==> config.mk <==
export PLATFORM = sky130hd
export DESIGN_NAME = xif_result_buffer_flat
export DESIGN_NICKNAME = d
export VERILOG_FILES = /design/src/rtl/xif_result_buffer_if.sv /design/src/rtl/xif_result_buffer.sv /design/src/flat_wrapper.sv
export SDC_FILE = /design/constraint.sdc
export NUM_CORES = 1
export LEC_CHECK = 0
export ABC_CLOCK_PERIOD_IN_PS = 4000
export CAP_MARGIN = 10
export CORE_ASPECT_RATIO = 2
export CORE_MARGIN = 2
export CORE_UTILIZATION = 57
export CTS_CLUSTER_DIAMETER = 40
export DETAILED_ROUTE_END_ITERATION = 10
export GPL_TIMING_DRIVEN = 0
export PLACE_DENSITY = 0.77
export REMOVE_ABC_BUFFERS = 1
export SLEW_MARGIN = 20
export SYNTH_ARGS = -nofsm -noshare
export SYNTH_HDL_FRONTEND = slang
export SYNTH_SLANG_ARGS = --single-unit
==> constraint.sdc <==
create_clock -name clk_i -period 4 [get_ports clk_i]
set_input_delay 0.6 -clock clk_i [delete_from_list [all_inputs] [get_ports clk_i]]
set_output_delay 0.6 -clock clk_i [all_outputs]
set_load 0.005 [all_outputs]
==> src/rtl/xif_result_buffer_if.sv <==
// Purpose: bundles the coprocessor result input, commit channel and core result output of the result buffer.
// Latency: n/a (signal bundle only).
// Backpressure: in_ready_o toward the coprocessor, result_ready_i from the core.
interface xif_result_buffer_if #(
    parameter int ID_W   = 4,
    parameter int DATA_W = 32,
    parameter int DEPTH  = 4
);
    localparam int CNT_W = $clog2(DEPTH + 1);

    logic              in_valid_i;
    logic              in_ready_o;
    logic [ID_W-1:0]   in_id_i;
    logic [4:0]        in_rd_i;
    logic [DATA_W-1:0] in_data_i;
    logic              in_we_i;

    logic              commit_valid_i;
    logic [ID_W-1:0]   commit_id_i;
    logic              commit_kill_i;

    logic              result_valid_o;
    logic              result_ready_i;
    logic [ID_W-1:0]   result_id_o;
    logic [4:0]        result_rd_o;
    logic [DATA_W-1:0] result_data_o;
    logic              result_we_o;

    logic [CNT_W-1:0]  count_o;
    logic              drop_o;

    // Buffer side.
    modport slave (
        input  in_valid_i, in_id_i, in_rd_i, in_data_i, in_we_i,
        input  commit_valid_i, commit_id_i, commit_kill_i,
        input  result_ready_i,
        output in_ready_o,
        output result_valid_o, result_id_o, result_rd_o, result_data_o, result_we_o,
        output count_o, drop_o
    );

    // Driver side (coprocessor + core).
    modport master (
        output in_valid_i, in_id_i, in_rd_i, in_data_i, in_we_i,
        output commit_valid_i, commit_id_i, commit_kill_i,
        output result_ready_i,
        input  in_ready_o,
        input  result_valid_o, result_id_o, result_rd_o, result_data_o, result_we_o,
        input  count_o, drop_o
    );
endinterface

==> src/rtl/xif_result_buffer.sv <==
// Purpose: in-order X-IF result buffer; releases results only once committed, drops killed ones.
// Latency: 1 cycle push-to-result when already committed (0 with XIF_RESULT_BUF_BYPASS_EN on empty FIFO).
// Backpressure: in_ready_o low when full (independent of result_ready_i); head held until result_ready_i.
module xif_result_buffer #(
    parameter int ID_W   = 4,
    parameter int DATA_W = 32,
    parameter int DEPTH  = 4
) (
    input  logic               clk_i,
    input  logic               rst_i,
    xif_result_buffer_if.slave xif
);
    localparam int PTR_W = $clog2(DEPTH);
    localparam int CNT_W = $clog2(DEPTH + 1);
    localparam int NID   = 1 << ID_W;

    typedef struct packed {
        logic [ID_W-1:0]   id;
        logic [4:0]        rd;
        logic [DATA_W-1:0] data;
        logic              we;
    } entry_t;

    entry_t             mem_q [DEPTH];
    entry_t             mem_d [DEPTH];
    logic [PTR_W-1:0]   wr_ptr_q, wr_ptr_d;
    logic [PTR_W-1:0]   rd_ptr_q, rd_ptr_d;
    logic [CNT_W-1:0]   count_q, count_d;
    logic [NID-1:0]     cmt_q, cmt_d;
    logic [NID-1:0]     kill_q, kill_d;

    entry_t             head, in_ent, out_ent;
    logic               empty, in_rdy, head_send, head_drop, byp;
    logic               push, pop, deq, leave;
    logic [ID_W-1:0]    leave_id;

    // Decode head state and handshake events from registered state.
    always_comb begin
        in_ent    = '{id: xif.in_id_i, rd: xif.in_rd_i, data: xif.in_data_i, we: xif.in_we_i};
        head      = mem_q[rd_ptr_q];
        empty     = (count_q == '0);
        in_rdy    = !rst_i && (count_q < CNT_W'(DEPTH));
        head_send = !rst_i && !empty && cmt_q[head.id] && !kill_q[head.id];
        head_drop = !rst_i && !empty && cmt_q[head.id] &&  kill_q[head.id];
`ifdef XIF_RESULT_BUF_BYPASS_EN
        byp       = !rst_i && empty && xif.in_valid_i && cmt_q[xif.in_id_i] && !kill_q[xif.in_id_i];
`else
        byp       = 1'b0;
`endif
        pop       = head_send && xif.result_ready_i;
        deq       = pop || head_drop;
        // A bypassed result taken by the core never enters the FIFO.
        push      = xif.in_valid_i && in_rdy && !(byp && xif.result_ready_i);
        leave     = deq || (byp && xif.result_ready_i);
        leave_id  = empty ? xif.in_id_i : head.id;
    end

    // FIFO storage, pointers and occupancy.
    always_comb begin
        mem_d    = mem_q;
        wr_ptr_d = wr_ptr_q;
        rd_ptr_d = rd_ptr_q;
        count_d  = count_q;
        if (push) begin
            mem_d[wr_ptr_q] = in_ent;
            wr_ptr_d        = wr_ptr_q + 1'b1;
        end
        if (deq) begin
            rd_ptr_d = rd_ptr_q + 1'b1;
        end
        case ({push, deq})
            2'b10:   count_d = count_q + 1'b1;
            2'b01:   count_d = count_q - 1'b1;
            default: count_d = count_q;
        endcase
    end

    // Commit table: clear on departure, then set; first commit wins unless the id is leaving now.
    always_comb begin
        cmt_d  = cmt_q;
        kill_d = kill_q;
        if (leave) begin
            cmt_d[leave_id]  = 1'b0;
            kill_d[leave_id] = 1'b0;
        end
        if (xif.commit_valid_i &&
            (!cmt_q[xif.commit_id_i] || (leave && (leave_id == xif.commit_id_i)))) begin
            cmt_d[xif.commit_id_i]  = 1'b1;
            kill_d[xif.commit_id_i] = xif.commit_kill_i;
        end
    end

    // Drive the core-facing result channel and status.
    always_comb begin
        out_ent = '0;
        if (!rst_i) begin
            if (!empty)   out_ent = head;
            else if (byp) out_ent = in_ent;
        end
        xif.in_ready_o     = in_rdy;
        xif.result_valid_o = head_send || byp;
        xif.result_id_o    = out_ent.id;
        xif.result_rd_o    = out_ent.rd;
        xif.result_data_o  = out_ent.data;
        xif.result_we_o    = out_ent.we;
        xif.drop_o         = head_drop;
        xif.count_o        = rst_i ? '0 : count_q;
    end

    // State registers with synchronous reset.
    always_ff @(posedge clk_i) begin
        if (rst_i) begin
            mem_q    <= '{default: '0};
            wr_ptr_q <= '0;
            rd_ptr_q <= '0;
            count_q  <= '0;
            cmt_q    <= '0;
            kill_q   <= '0;
        end else begin
            mem_q    <= mem_d;
            wr_ptr_q <= wr_ptr_d;
            rd_ptr_q <= rd_ptr_d;
            count_q  <= count_d;
            cmt_q    <= cmt_d;
            kill_q   <= kill_d;
        end
    end
endmodule

==> src/flat_wrapper.sv <==
// flat-port wrapper written by rule: the top's interface ports become plain ports
module xif_result_buffer_flat 
#(
    parameter int ID_W   = 4,
    parameter int DATA_W = 32,
    parameter int DEPTH  = 4
)
  (clk_i, rst_i, xif_in_valid_i, xif_in_id_i, xif_in_rd_i, xif_in_data_i, xif_in_we_i, xif_commit_valid_i, xif_commit_id_i, xif_commit_kill_i, xif_result_ready_i, xif_in_ready_o, xif_result_valid_o, xif_result_id_o, xif_result_rd_o, xif_result_data_o, xif_result_we_o, xif_count_o, xif_drop_o);
  xif_result_buffer_if #(.ID_W(ID_W), .DATA_W(DATA_W), .DEPTH(DEPTH)) xif_i ();
  input  logic clk_i;
  input  logic rst_i;
  input wire logic [$bits(xif_i.in_valid_i)-1:0] xif_in_valid_i;
  input wire logic [$bits(xif_i.in_id_i)-1:0] xif_in_id_i;
  input wire logic [$bits(xif_i.in_rd_i)-1:0] xif_in_rd_i;
  input wire logic [$bits(xif_i.in_data_i)-1:0] xif_in_data_i;
  input wire logic [$bits(xif_i.in_we_i)-1:0] xif_in_we_i;
  input wire logic [$bits(xif_i.commit_valid_i)-1:0] xif_commit_valid_i;
  input wire logic [$bits(xif_i.commit_id_i)-1:0] xif_commit_id_i;
  input wire logic [$bits(xif_i.commit_kill_i)-1:0] xif_commit_kill_i;
  input wire logic [$bits(xif_i.result_ready_i)-1:0] xif_result_ready_i;
  output wire logic [$bits(xif_i.in_ready_o)-1:0] xif_in_ready_o;
  output wire logic [$bits(xif_i.result_valid_o)-1:0] xif_result_valid_o;
  output wire logic [$bits(xif_i.result_id_o)-1:0] xif_result_id_o;
  output wire logic [$bits(xif_i.result_rd_o)-1:0] xif_result_rd_o;
  output wire logic [$bits(xif_i.result_data_o)-1:0] xif_result_data_o;
  output wire logic [$bits(xif_i.result_we_o)-1:0] xif_result_we_o;
  output wire logic [$bits(xif_i.count_o)-1:0] xif_count_o;
  output wire logic [$bits(xif_i.drop_o)-1:0] xif_drop_o;
  assign xif_i.in_valid_i = xif_in_valid_i;
  assign xif_i.in_id_i = xif_in_id_i;
  assign xif_i.in_rd_i = xif_in_rd_i;
  assign xif_i.in_data_i = xif_in_data_i;
  assign xif_i.in_we_i = xif_in_we_i;
  assign xif_i.commit_valid_i = xif_commit_valid_i;
  assign xif_i.commit_id_i = xif_commit_id_i;
  assign xif_i.commit_kill_i = xif_commit_kill_i;
  assign xif_i.result_ready_i = xif_result_ready_i;
  assign xif_in_ready_o = xif_i.in_ready_o;
  assign xif_result_valid_o = xif_i.result_valid_o;
  assign xif_result_id_o = xif_i.result_id_o;
  assign xif_result_rd_o = xif_i.result_rd_o;
  assign xif_result_data_o = xif_i.result_data_o;
  assign xif_result_we_o = xif_i.result_we_o;
  assign xif_count_o = xif_i.count_o;
  assign xif_drop_o = xif_i.drop_o;
  xif_result_buffer #(.ID_W(ID_W), .DATA_W(DATA_W), .DEPTH(DEPTH)) u_core (.clk_i(clk_i), .rst_i(rst_i), .xif(xif_i));
endmodule
==> metrics list <==
* Placed instance area: 0.0107 sq mm
- EDFF count, synth: 0
- Number of distinct standard cells referenced by the synthesized netlist: 46
* Die Area: 0.0178 sq mm
- Combined area of all synthesized cells: 0.00952 sq mm
* RSZ-0062 raised after global routing: no
* Final HPWL DP: 16.5 mm
- Counting flops and latches in the post-synthesis netlist gives 207.
- For this run, the post-layout net count is 1232.
- Origin of the worst min-delay path: u_core.mem_q[5]
- In this run the worst hold path is classified as register to register.
* Power density over cell area: 385 mW/mm^2
- Initial antenna violation count: 0
* Vias post-DR: 8504
- Met2 track utilization from global routing: 0.528
- Synthesized area per cell: 8.46 sq um
- Setup violations remaining at the end of the flow were counted as 0.
* Antenna diode instance count: 0
- Register-to-register path setup slack: 160 ps
- The area growth from synthesis to layout is 20.8%.
- Buffers inserted during clock tree synthesis total 19.
* Port buffer count: 99
- CTS Buffer Depth: 3
- Critical path origin: u_core.rd_ptr_q[0]
* Max_cap viols: 0
- Synth Flop Type: dfxtp_1
- Entering global routing, the biggest net connects 130 pins.
* Most common library cell in the layout ignoring fill and taps: nand2_1
- Synth warnings: 0
* Detailed Route WL: 27.4 mm
* Height of the die: 187 microns
- The core region is 0.0163 sq mm.
- Once layout is complete, the utilization of the core stands at 0.707.
- Outcome: finished, final reports clean
- Initial Util: 0.585
- Average wire per cell in the routed design: 19.7 microns
- Sequential area share after synthesis: 0.436
- Number of levels the H-tree was split into: 1
* Met3 usage: 0.0448
- CTS tree: built
- Crit path launch type: register
- Crit path capture type: output pin
- Clock-pin slew was measured on the worst setup and hold paths at 70 ps.
* Number of failing hold endpoints at the final stage: 0
- Final Critical Period: 3880 ps
- Slew @ Worst Pin: 969 ps
- Cell row count: 66
- The layout has 1219 filler cells.
* Io pins: 100
- Detailed router's first-iteration violation count: 629
- The first global-routing pass estimated 42.6 mm of wire.
- The finished cells cover 0.0115 sq mm.
* Number of routed nets with antenna violations: 0
- At the end of routability-driven placement, the weighted congestion stood at 0.805.
* Remaining global-route overflow: 0
* GRT Util Overall: 0.305
- Data arrival, critical path: 3280 ps
- The number of global-route vias before repair was 8390.
- For the worst setup path, the data required time is 3400 ps.
* Commonest cells after routing, fill and taps aside: nand2_1, dfxtp_1, a21oi_1
* Syn Inst Count: 1125
- The critical path in this run is classified as register to output pin.
- IR Drop Worst-Case VDD: 0.000363 V
* Maximum frequency from static timing analysis: 0.258 GHz
* Largest driver fanout on the critical path: 16
- The max-slew violation total from the final report is 0.
- The pre-antenna-repair detailed-routing pass consisted of 6 iterations.
- Worst-case clock skew: 13.3 ps
- Number of sinks driven by the clock tree: 207
- After global routing, the most crowded layer is met2.
* Fraction of layout instances using a drive strength above 1: 0.108
- For this run, global-route usage on met1 was measured as 0.343.
- The tree is rooted in a clkbuf_16.
- The startpoint identified for the worst register-to-register timing path is u_core.rd_ptr_q[0].
- The floorplan step set the die width to 95.4 microns.
- Clock Latency Late Sink: 490 ps
- Ratio of final minimum period to clock period: 0.969
- The analysis attributes to cell leakage a power of 4.00 nW.
- For this run, design rule violations remaining after detail routing come to 0.
* Relative slew margins: 0.352
* Ys async rst share: 0
- Dividing the detail-routed via count by the number of cells gives 6.12.
## critical path: stages, from the launching register on
cell,delay (ps)
dfxtp_4,410
buf_4,150
buf_12,180
mux4_2,540
buf_4,170
nand2b_1,150
o22ai_1,250
nor2_1,80
o21ai_1,150
a21boi_0,190
clkdlybuf4s50_1,520
## registers in the layout, summed over array words and instances, names as in the netlist
register,cells
u_core.mem_q,168
u_core.count_q,3
u_core.kill_q,16
u_core.wr_ptr_q,2
u_core.rd_ptr_q,2
u_core.cmt_q,16
## where the power goes
group / internal (mW) / switching, mW / leakage [nW]
clock network: 1.02 / 0.793 / 0.306
logic: 0.191 / 0.278 / 2.01
registers: 2.11 / 0.0281 / 1.68
total: 3.32 / 1.10 / 4.00
## metrics by stage
stage               cells  total power [mW]  setup TNS, ps  worst slack, ps  hold WS, ps
detailed placement   1342              2.63          -1460             -776          443
global route         1389              4.57              0            0.516          467
floorplan            1027              2.38         -25150            -1530          427
finish               1389              4.42              0              124          452
global placement     1330              2.60       -1532590            -9460          438
CTS                  1381              4.43              0             7.32          453
## layer usage
metal,share of wire,wire length [microns]
met4,0.055,1500
met1,0.36,9820
met5,0,0
met3,0.063,1720
met2,0.52,14400
## area by class of cell
| cell class | count | area (sq um) | share of cell area |
|---|---|---|---|
| clock buffer | 25 | 538 | 0.0468 |
| clock inverter | 7 | 77.6 | 0.00675 |
| inverter | 7 | 26.3 | 0.00229 |
| multi-input combinational | 814 | 5010 | 0.436 |
| sequential | 207 | 4150 | 0.361 |
| tap | 204 | 255 | 0.0222 |
| timing repair buffer | 125 | 1440 | 0.125 |
## synth_stat cells, types with 9 or more instances
library cell	n	area (sq um)
xnor2_1	11	96.3
nor2_1	14	52.6
and3_1	44	275
a21o_1	12	90.1
o21ai_0	14	70.1
a21oi_1	187	936
o211ai_1	9	67.6
dfxtp_1	207	4140
mux2i_1	38	380
clkbuf_1	84	315
nand3_1	9	45.0
mux4_2	43	968
nand2_1	364	1370
## final timing paths
| path | to | cells after the start |
|---|---|---|
| max | xif_drop_o | 10 |
| min | u_core.mem_q[5] | 2 |
| max reg2reg | u_core.count_q[2] | 15 |
| min reg2reg | u_core.mem_q[5] | 2 |
## kinds of logic (layout without fill, tap and decap cells)
family                     after synthesis  count (layout)  share of synthesized area
AOI/OAI and AO/OA                      253             254                      0.153
xor gates and xnor gates                12              12                     0.0110
adders and majority gates                6               6                    0.00868
buffers and inverters                  105             164                     0.0456
DFF                                    207             207                      0.436
muxes                                   84              84                      0.145
and+or+nand+nor                        458             458                      0.201
## what timing repair did
item                                    4_1_cts  5_1_grt
hold buffers                                  0        0
pin swaps                                     1        1
endpoints found under the setup margin        5        3
cloned                                        1        1
setup buffers                                 6        7
resized for setup                             2        7
Note: power is estimated with default switching activity, not from simulation.
